### src/rtl/uart_rx_pkg.sv
// Shared UART definitions: parity mode encodings and the parity rule.
// The transmitter and the receiver both use them.
package uart_rx_pkg;

    localparam logic [1:0] PARITY_NONE = 2'b00;
    localparam logic [1:0] PARITY_ODD  = 2'b01;
    localparam logic [1:0] PARITY_EVEN = 2'b10;

    // Parity bit that goes with a word whose XOR-reduction is data_xor.
    function automatic logic parity_bit(input logic [1:0] mode, input logic data_xor);
        return mode[0] ^ data_xor;
    endfunction

endpackage

### src/rtl/uart_rx_sync_2ff.sv
// Two-flop synchronizer for a single asynchronous input, with a configurable reset value.
module sync_2ff #(
    parameter logic RESET_VALUE = 1'b1
) (
    input  logic clk,
    input  logic rst_n,
    input  logic d,
    output logic q
);

    logic meta;

    always_ff @(posedge clk or negedge rst_n) begin
        if (!rst_n) begin
            meta <= RESET_VALUE;
            q    <= RESET_VALUE;
        end else begin
            meta <= d;
            q    <= meta;
        end
    end

endmodule

### src/rtl/uart_rx.sv
// UART receiver: mid-symbol sampling of the serial line, parity and stop-bit checks,
// and one parallel word per frame with a single-cycle valid strobe.
module uart_rx
    import uart_rx_pkg::*;
#(
    parameter int         SYSCLK_FREQUENCY_HZ = 100_000_000,
    parameter int         BAUDRATE            = 1_000_000,
    parameter int         DATA_LENGTH         = 8,
    parameter bit         DOUBLE_STOPBIT      = 1'b0,
    parameter logic [1:0] PARITY              = PARITY_NONE
) (
    input  logic                   sysclk,
    input  logic                   rst_n,
    input  logic                   serial,
    output logic [DATA_LENGTH-1:0] data,
    output logic                   valid,
    output logic                   parity_err,
    output logic                   frame_err
);

    localparam int CPS   = SYSCLK_FREQUENCY_HZ / BAUDRATE;
    localparam int CNT_W = $clog2(CPS);
    localparam int IDX_W = $clog2(DATA_LENGTH + 1);

    localparam logic [CNT_W-1:0] CNT_LAST = CNT_W'(CPS - 1);
    localparam logic [CNT_W-1:0] CNT_HALF = CNT_W'(CPS / 2 - 1);
    localparam logic [IDX_W-1:0] IDX_LAST = IDX_W'(DATA_LENGTH - 1);
    localparam bit               HAS_PAR  = (PARITY != PARITY_NONE);

    typedef enum logic [2:0] {
        ST_IDLE, ST_START, ST_DATA, ST_PARITY, ST_STOP, ST_BREAK
    } state_t;

    state_t                 state, state_next;
    logic                   rx;
    logic [CNT_W-1:0]       cnt;
    logic [IDX_W-1:0]       idx;
    logic [DATA_LENGTH-1:0] shift;
    logic                   perr, ferr, stop2;
    logic                   cnt_clr, frame_start, smp_data, smp_par, smp_stop, done;
    logic                   bit_end;

    sync_2ff #(.RESET_VALUE(1'b1)) u_sync (
        .clk   (sysclk),
        .rst_n (rst_n),
        .d     (serial),
        .q     (rx)
    );

    assign bit_end = (cnt == CNT_LAST);

    always_comb begin
        state_next  = state;
        cnt_clr     = 1'b0;
        frame_start = 1'b0;
        smp_data    = 1'b0;
        smp_par     = 1'b0;
        smp_stop    = 1'b0;
        done        = 1'b0;
        case (state)
            ST_IDLE: begin
                if (!rx) begin
                    frame_start = 1'b1;
                    cnt_clr     = 1'b1;
                    state_next  = ST_START;
                end
            end
            // A start bit that is high again at its midpoint was only a glitch.
            ST_START: begin
                if (cnt == CNT_HALF) begin
                    cnt_clr    = 1'b1;
                    state_next = rx ? ST_IDLE : ST_DATA;
                end
            end
            ST_DATA: begin
                if (bit_end) begin
                    cnt_clr  = 1'b1;
                    smp_data = 1'b1;
                    if (idx == IDX_LAST)
                        state_next = HAS_PAR ? ST_PARITY : ST_STOP;
                end
            end
            ST_PARITY: begin
                if (bit_end) begin
                    cnt_clr    = 1'b1;
                    smp_par    = 1'b1;
                    state_next = ST_STOP;
                end
            end
            ST_STOP: begin
                if (bit_end) begin
                    cnt_clr  = 1'b1;
                    smp_stop = 1'b1;
                    if (!(DOUBLE_STOPBIT && !stop2)) begin
                        done       = 1'b1;
                        state_next = rx ? ST_IDLE : ST_BREAK;
                    end
                end
            end
            // A line still low after the frame must go high before a new start counts.
            ST_BREAK: begin
                if (rx)
                    state_next = ST_IDLE;
            end
            default: state_next = ST_IDLE;
        endcase
    end

    always_ff @(posedge sysclk or negedge rst_n) begin
        if (!rst_n) begin
            state      <= ST_IDLE;
            cnt        <= '0;
            idx        <= '0;
            shift      <= '0;
            perr       <= 1'b0;
            ferr       <= 1'b0;
            stop2      <= 1'b0;
            data       <= '0;
            valid      <= 1'b0;
            parity_err <= 1'b0;
            frame_err  <= 1'b0;
        end else begin
            state <= state_next;
            valid <= 1'b0;
            cnt   <= (cnt_clr || state == ST_IDLE) ? '0 : cnt + CNT_W'(1);
            if (frame_start) begin
                idx   <= '0;
                perr  <= 1'b0;
                ferr  <= 1'b0;
                stop2 <= 1'b0;
            end
            // LSB arrives first, so shifting in from the top leaves it in bit 0.
            if (smp_data) begin
                shift <= {rx, shift[DATA_LENGTH-1:1]};
                idx   <= idx + IDX_W'(1);
            end
            if (smp_par)
                perr <= rx ^ parity_bit(PARITY, ^shift);
            if (smp_stop) begin
                ferr  <= ferr | ~rx;
                stop2 <= 1'b1;
            end
            if (done) begin
                valid      <= 1'b1;
                data       <= shift;
                parity_err <= perr;
                frame_err  <= ferr | ~rx;
            end
        end
    end

endmodule
### config.mk
export PLATFORM = sky130hd
export DESIGN_NAME = uart_rx
export DESIGN_NICKNAME = d
export VERILOG_FILES = /design/src/rtl/uart_rx_pkg.sv /design/src/rtl/uart_rx_sync_2ff.sv /design/src/rtl/uart_rx.sv
export SDC_FILE = /design/constraint.sdc
export NUM_CORES = 1
export LEC_CHECK = 0
export CORE_AREA = 5 5 64 66
export CTS_CLUSTER_DIAMETER = 120
export DETAILED_ROUTE_END_ITERATION = 16
export DIE_AREA = 0 0 69 71
export PLACE_DENSITY_LB_ADDON = 0.1
export SYNTH_ARGS = -nofsm -noshare
export SYNTH_HDL_FRONTEND = slang
export SYNTH_HIERARCHICAL = 1
export SYNTH_SLANG_ARGS = --single-unit
### constraint.sdc
create_clock -name sysclk -period 2.45 [get_ports sysclk]
set_input_delay 0.3675 -clock sysclk [delete_from_list [all_inputs] [get_ports sysclk]]
set_output_delay 0.3675 -clock sysclk [all_outputs]
set_load 0.01 [all_outputs]
# Word-level counts from Yosys, hierarchy flattened
# Cells that the tools add are included.
# word_totals
regBits	37
input_bits	3
out_inout_bits	11
# classes
n_addsub	2
eq_ne	15
mux	25
n_bitwise	3
n_reduce_logical	8
# op_table
operator	count
3-bit two-way mux	8
3-bit one-hot mux with 6 select lines	1
2-bit inequality test (second input constant)	6
1-bit two-way mux	11
4-bit two-way mux	2
8-bit parity	1
7-bit by 1-bit adder with 7-bit output (second input constant)	1
7-bit by 6-bit == test with 1-bit output (second input constant)	1
7-bit == test (second input constant)	1
7-bit two-way mux	1
7-bit AND reduction	1
3-bit by 2-bit == test with 1-bit output (second input constant)	2
3-bit == test (second input constant)	2
2-bit nonzero test	3
4-bit by 1-bit adder with 4-bit output (second input constant)	1
4-bit by 3-bit == test with 1-bit output (second input constant)	1
3-bit by 1-bit == test with 1-bit output (second input constant)	1
3-bit logical NOT	1
1-bit one-hot mux with 3 select lines	1
3-bit OR reduction	1
2-bit two-way mux	1
2-bit by 1-bit inequality test with 1-bit output (second input constant)	1
1-bit logical OR	1
1-bit inverter	1
other kinds (2)	2

# Logic depth before layout (Yosys ltp)
# depth
word_depth	5
depth_mapped	6
mapped_depth_nobuf	5

# Hierarchy
# Netlist, hierarchy kept.
# modules_own_cells
module	instances	cells_each	area_per_inst_um2	seq_area_each_um2
uart_rx	1	143	1741.7	875.8
sync_2ff	1	2	52.6	52.6

# Least setup slack after synthesis
# Ideal clock, no wire load.
# synth_path
kind	flip-flop to flip-flop
from	reg cnt[0]
to	reg data[0]
t_arrival_ns	1.718
path_slack_ns	0.605
path_stages_with_launch	7
period_less_slack_ns	1.845
path_cell_list	dfrtp_1 -> ha_1 -> and3b_1 -> nand2_1 -> nor4b_2 -> buf_4 -> mux2_1
# synth_via
elab_chain_cells	3
# synth_rtl
element	line_no	text
start: declaration	uart_rx.sv:36	logic [CNT_W-1:0] cnt;
start signal: assignment	uart_rx.sv:125	cnt <= (cnt_clr || state == ST_IDLE) ? '0 : cnt + CNT_W'(1);
7-bit == test	uart_rx.sv:50	assign bit_end = (cnt == CNT_LAST);
1-bit two-way mux	--	
1-bit two-way mux	uart_rx.sv:60	case (state)
via done	uart_rx.sv:40	logic cnt_clr, frame_start, smp_data, smp_par, smp_stop, done;
end signal: assignment	uart_rx.sv:145	data <= shift;
end: declaration	uart_rx.sv:15	output logic [DATA_LENGTH-1:0] data,
# The timed path passes the listed nets, and every way through them passes these cells.
# A chain may end at the register's enable or synchronous reset.

# Final worst setup path
# layout_path
from	reg cnt[0]
to	reg data[0]
# layout_via
elab_chain_cells	3
# layout_rtl
element	line_no
7-bit == test	uart_rx.sv:50
1-bit two-way mux	--
1-bit two-way mux	uart_rx.sv:60
# No other way between the ends.

==> results.md <==
* Layout cell share with drive strength beyond 1 at 15.2%
* Hold Vio Cnt, Final at 0
* Worst setup path startpoint: cnt[0]$_DFF_PN0_
* Reg2reg start: cnt[0]$_DFF_PN0_
* Avg Cell Area, Syn at 12.4 sq um
* Ys flop type: dfrtp_1
* RSZ-0062 raised after global routing: false
* Synth Area in XOR/XNOR at 6.62%
* Fin crit period at 1950 ps
* Kind of critical path: register to register
* Largest net degree at the start of global routing at 38
* Startpoint Class: register
* Rel. slew slack at 60.1%
* Synth Area in Simple Gates at 14.2%
* CTS tree: done
* Final setup viols at 0
* 1st-iter DRT viols at 39
* Core area at 3520 sq um
* Final HPWL DP at 2140 um
* Synth-to-Final Area Change at 13.6%
* Synth Warn # at 6
* Switching part of the total at 20.8%
* Outcome: complete, no violations
* Peak supply drop at 227 uV
* # rows at 22
* Power after layout at 0.000960 W
* Largest family of logic cells by synthesized area: simple AND/OR/NAND/NOR gates
* Area share of fa/ha/maj cells after synthesis at 2.09%
* Number of synthesized flops with an enable pin at 0
* Routed Antenna Nets at 0
* Clk sinks at 37
* Worst setup endpoint: data[0]$_DFFE_PN0P_
* Starting Density at 50.9%
* Mapped cell area at 1790 sq um
* Placer's final routability congestion estimate at 0.859
* Fin nets at 169
* Reg2Reg Depth at 6
* Clock skew at 13.4 ps
* Hold Path Class: register to register
* Flop pwr share at 64.1%
* Overall Global Routing Usage at 13.1%
* GRT Residual Overflow at 0
* Clock share of power at 33.9%
* Switching power at 0.000199 W
* Post-cts sizing count at 0
* TritonCTS buffer count at 5
* Post-DR wirelength/cell at 14.1 um
* Reg clk slew, reported paths at 100 ps
* Crit-path max FO at 11
* Int Pwr at 0.000761 W
* Final Max Tran Viols at 0
* Crit. End Element: register
* Synthesized flop and latch total at 37
* DR DRC count at 0
* Logic gate share of total power at 2.0%
* Flop-to-flop setup slack at 500 ps
* Fmax at 512 MHz
* CTS Root Buffer Type: clkbuf_4
* Antenna violations before repair at 0
* Vias per cell at 5.34
* Post-synthesis cell count at 145
* Worst path required time at 2680 ps
* Register area share after synthesis at 51.7%
* N_diodes at 0
* Area fraction in compound gates after synthesis at 9.00%
* Htree depth at 2
* Clock tree buffer depth at 2
* Die footprint at 4900 sq um
* Ys async rst share at 100%
* Hold_buf cts at 0
* Postcts setup bufs at 0
* LEAKAGE at 0.981 nW
* Reg-to-reg endpoint: data[0]$_DFFE_PN0P_
* Clk_lat worst skew at 340 ps
* Mux share of post-synthesis cell area at 14.2%
* Die span in y at 71 um
* Power density cells at 471 nW/um^2
* Port bufs at 13
* Hold path start: u_sync/meta$_DFF_PN1_
* WP data arrival at 2180 ps
* Die Width at 69 um
* Sum Neg Setup Slack at 0 ps
* Total Wirelength at 2980 um
* Period utilization at 79.8%
* Syn Nets at 151
* Max Cap Viol at 0
* First-pass GRT wire length at 5150 um
* Vias after detailed routing at 1,132
* Slew @ Worst Pin at 598 ps
* Cell variety after synth at 41
* Vias in the first global route at 1,145
* Pre-Repair DR Iteration Count at 4
* IO Count at 14
==> through the flow <==
stage	util (%)	setup WS (ps)	area, sq um	std cells	hold WS (ps)
after global placement	56.2	558	1980	204	346
after floorplan	-	605	1790	145	71.9
after CTS	57.8	489	2040	212	366
final	57.8	496	2040	212	360
after detailed placement	56.2	498	1980	204	357
after global routing	57.8	332	2040	212	372
==> cell families after synthesis <==
logic type / count (synthesis)
fa+ha+maj: 3
buf+inv: 9
flops: 37
simple gates: 42
mux: 20
compound gates: 22
xor+xnor: 12
==> Yosys cell counts, types with 3 or more instances <==
master | count | area [sq um]
mux2_1 | 11 | 124
nand3_1 | 6 | 30.0
a21oi_1 | 3 | 15.0
mux2_4 | 8 | 120
a22o_1 | 3 | 26.3
o21ai_1 | 3 | 15.0
dfrtp_1 | 35 | 876
nor2_1 | 13 | 48.8
nand2_1 | 8 | 30.0
inv_1 | 5 | 18.8
xnor2_1 | 8 | 70.1
ha_1 | 3 | 37.5
xor2_1 | 3 | 26.3
==> critical path, cell delays in order, from the launching register on <==
cell and delay [ps]:
dfrtp_1 420, ha_1 250, and3b_1 220, nand2_1 140, nor4b_2 240, buf_4 240, mux2_1 330
==> registers in the layout, summed over array words and instances (netlist names) <==
signal / cells
data: 8
shift: 8
cnt: 7
idx: 4
state: 3
ferr: 1
frame_err: 1
parity_err: 1
perr: 1
u_sync/meta: 1
u_sync/q: 1
valid: 1
==> cell usage in the layout (no fill, tap or decap), types with 3 or more instances in the layout <==
master	n
nand3_1	6
mux2_4	8
nand2_1	8
xnor2_1	8
ha_1	3
clkbuf_4	5
mux2_1	11
clkdlybuf4s50_1	13
xor2_1	3
inv_1	5
nor2_1	13
a22o_1	3
a21oi_1	3
dfrtp_1	35
o21ai_1	3
==> per-layer routing <==
metal / vias up / GRT usage (%) / routed length, um / share of wire, %
met5: - / 0 / 0 / 0
met4: 0 / 7.16 / 70 / 2.3
met3: 7 / 3.55 / 107 / 3.6
met2: 15 / 22.2 / 1470 / 49
met1: 558 / 15.1 / 1330 / 45
li1: 552 / - / - / -
==> layout make-up <==
cell class / count / area, sq um
Fill cell: 312 / 1490
Sequential cell: 37 / 928
Multi-Input combinational cell: 99 / 827
Timing Repair Buffer: 15 / 145
Tap cell: 48 / 60.1
Clock buffer: 8 / 58.8
Inverter: 5 / 18.8
==> power groups by stage <==
stage | sequential, W | clock (W) | combinational, W
floorplan | 0.000627 | 0 | 0.00000360
detailed placement | 0.000627 | 0 | 0.0000201
global placement | 0.000627 | 0 | 0.0000201
finish | 0.000615 | 0.000325 | 0.0000192
CTS | 0.000616 | 0.000339 | 0.0000202
global route | 0.000616 | 0.000372 | 0.0000231
==> worst min-delay path by stage <==
stage / slack (ps) / end / cells after the start
3_3_place_gp: 350 / u_sync/q$_DFF_PN1_ / 0
4_1_cts: 370 / u_sync/q$_DFF_PN1_ / 0
3_5_place_dp: 360 / u_sync/q$_DFF_PN1_ / 0
2_1_floorplan: 70 / cnt[0]$_DFF_PN0_ / 0
5_1_grt: 370 / u_sync/q$_DFF_PN1_ / 0
6_report: 360 / u_sync/q$_DFF_PN1_ / 0
Note: power is estimated with default switching activity, not from simulation.
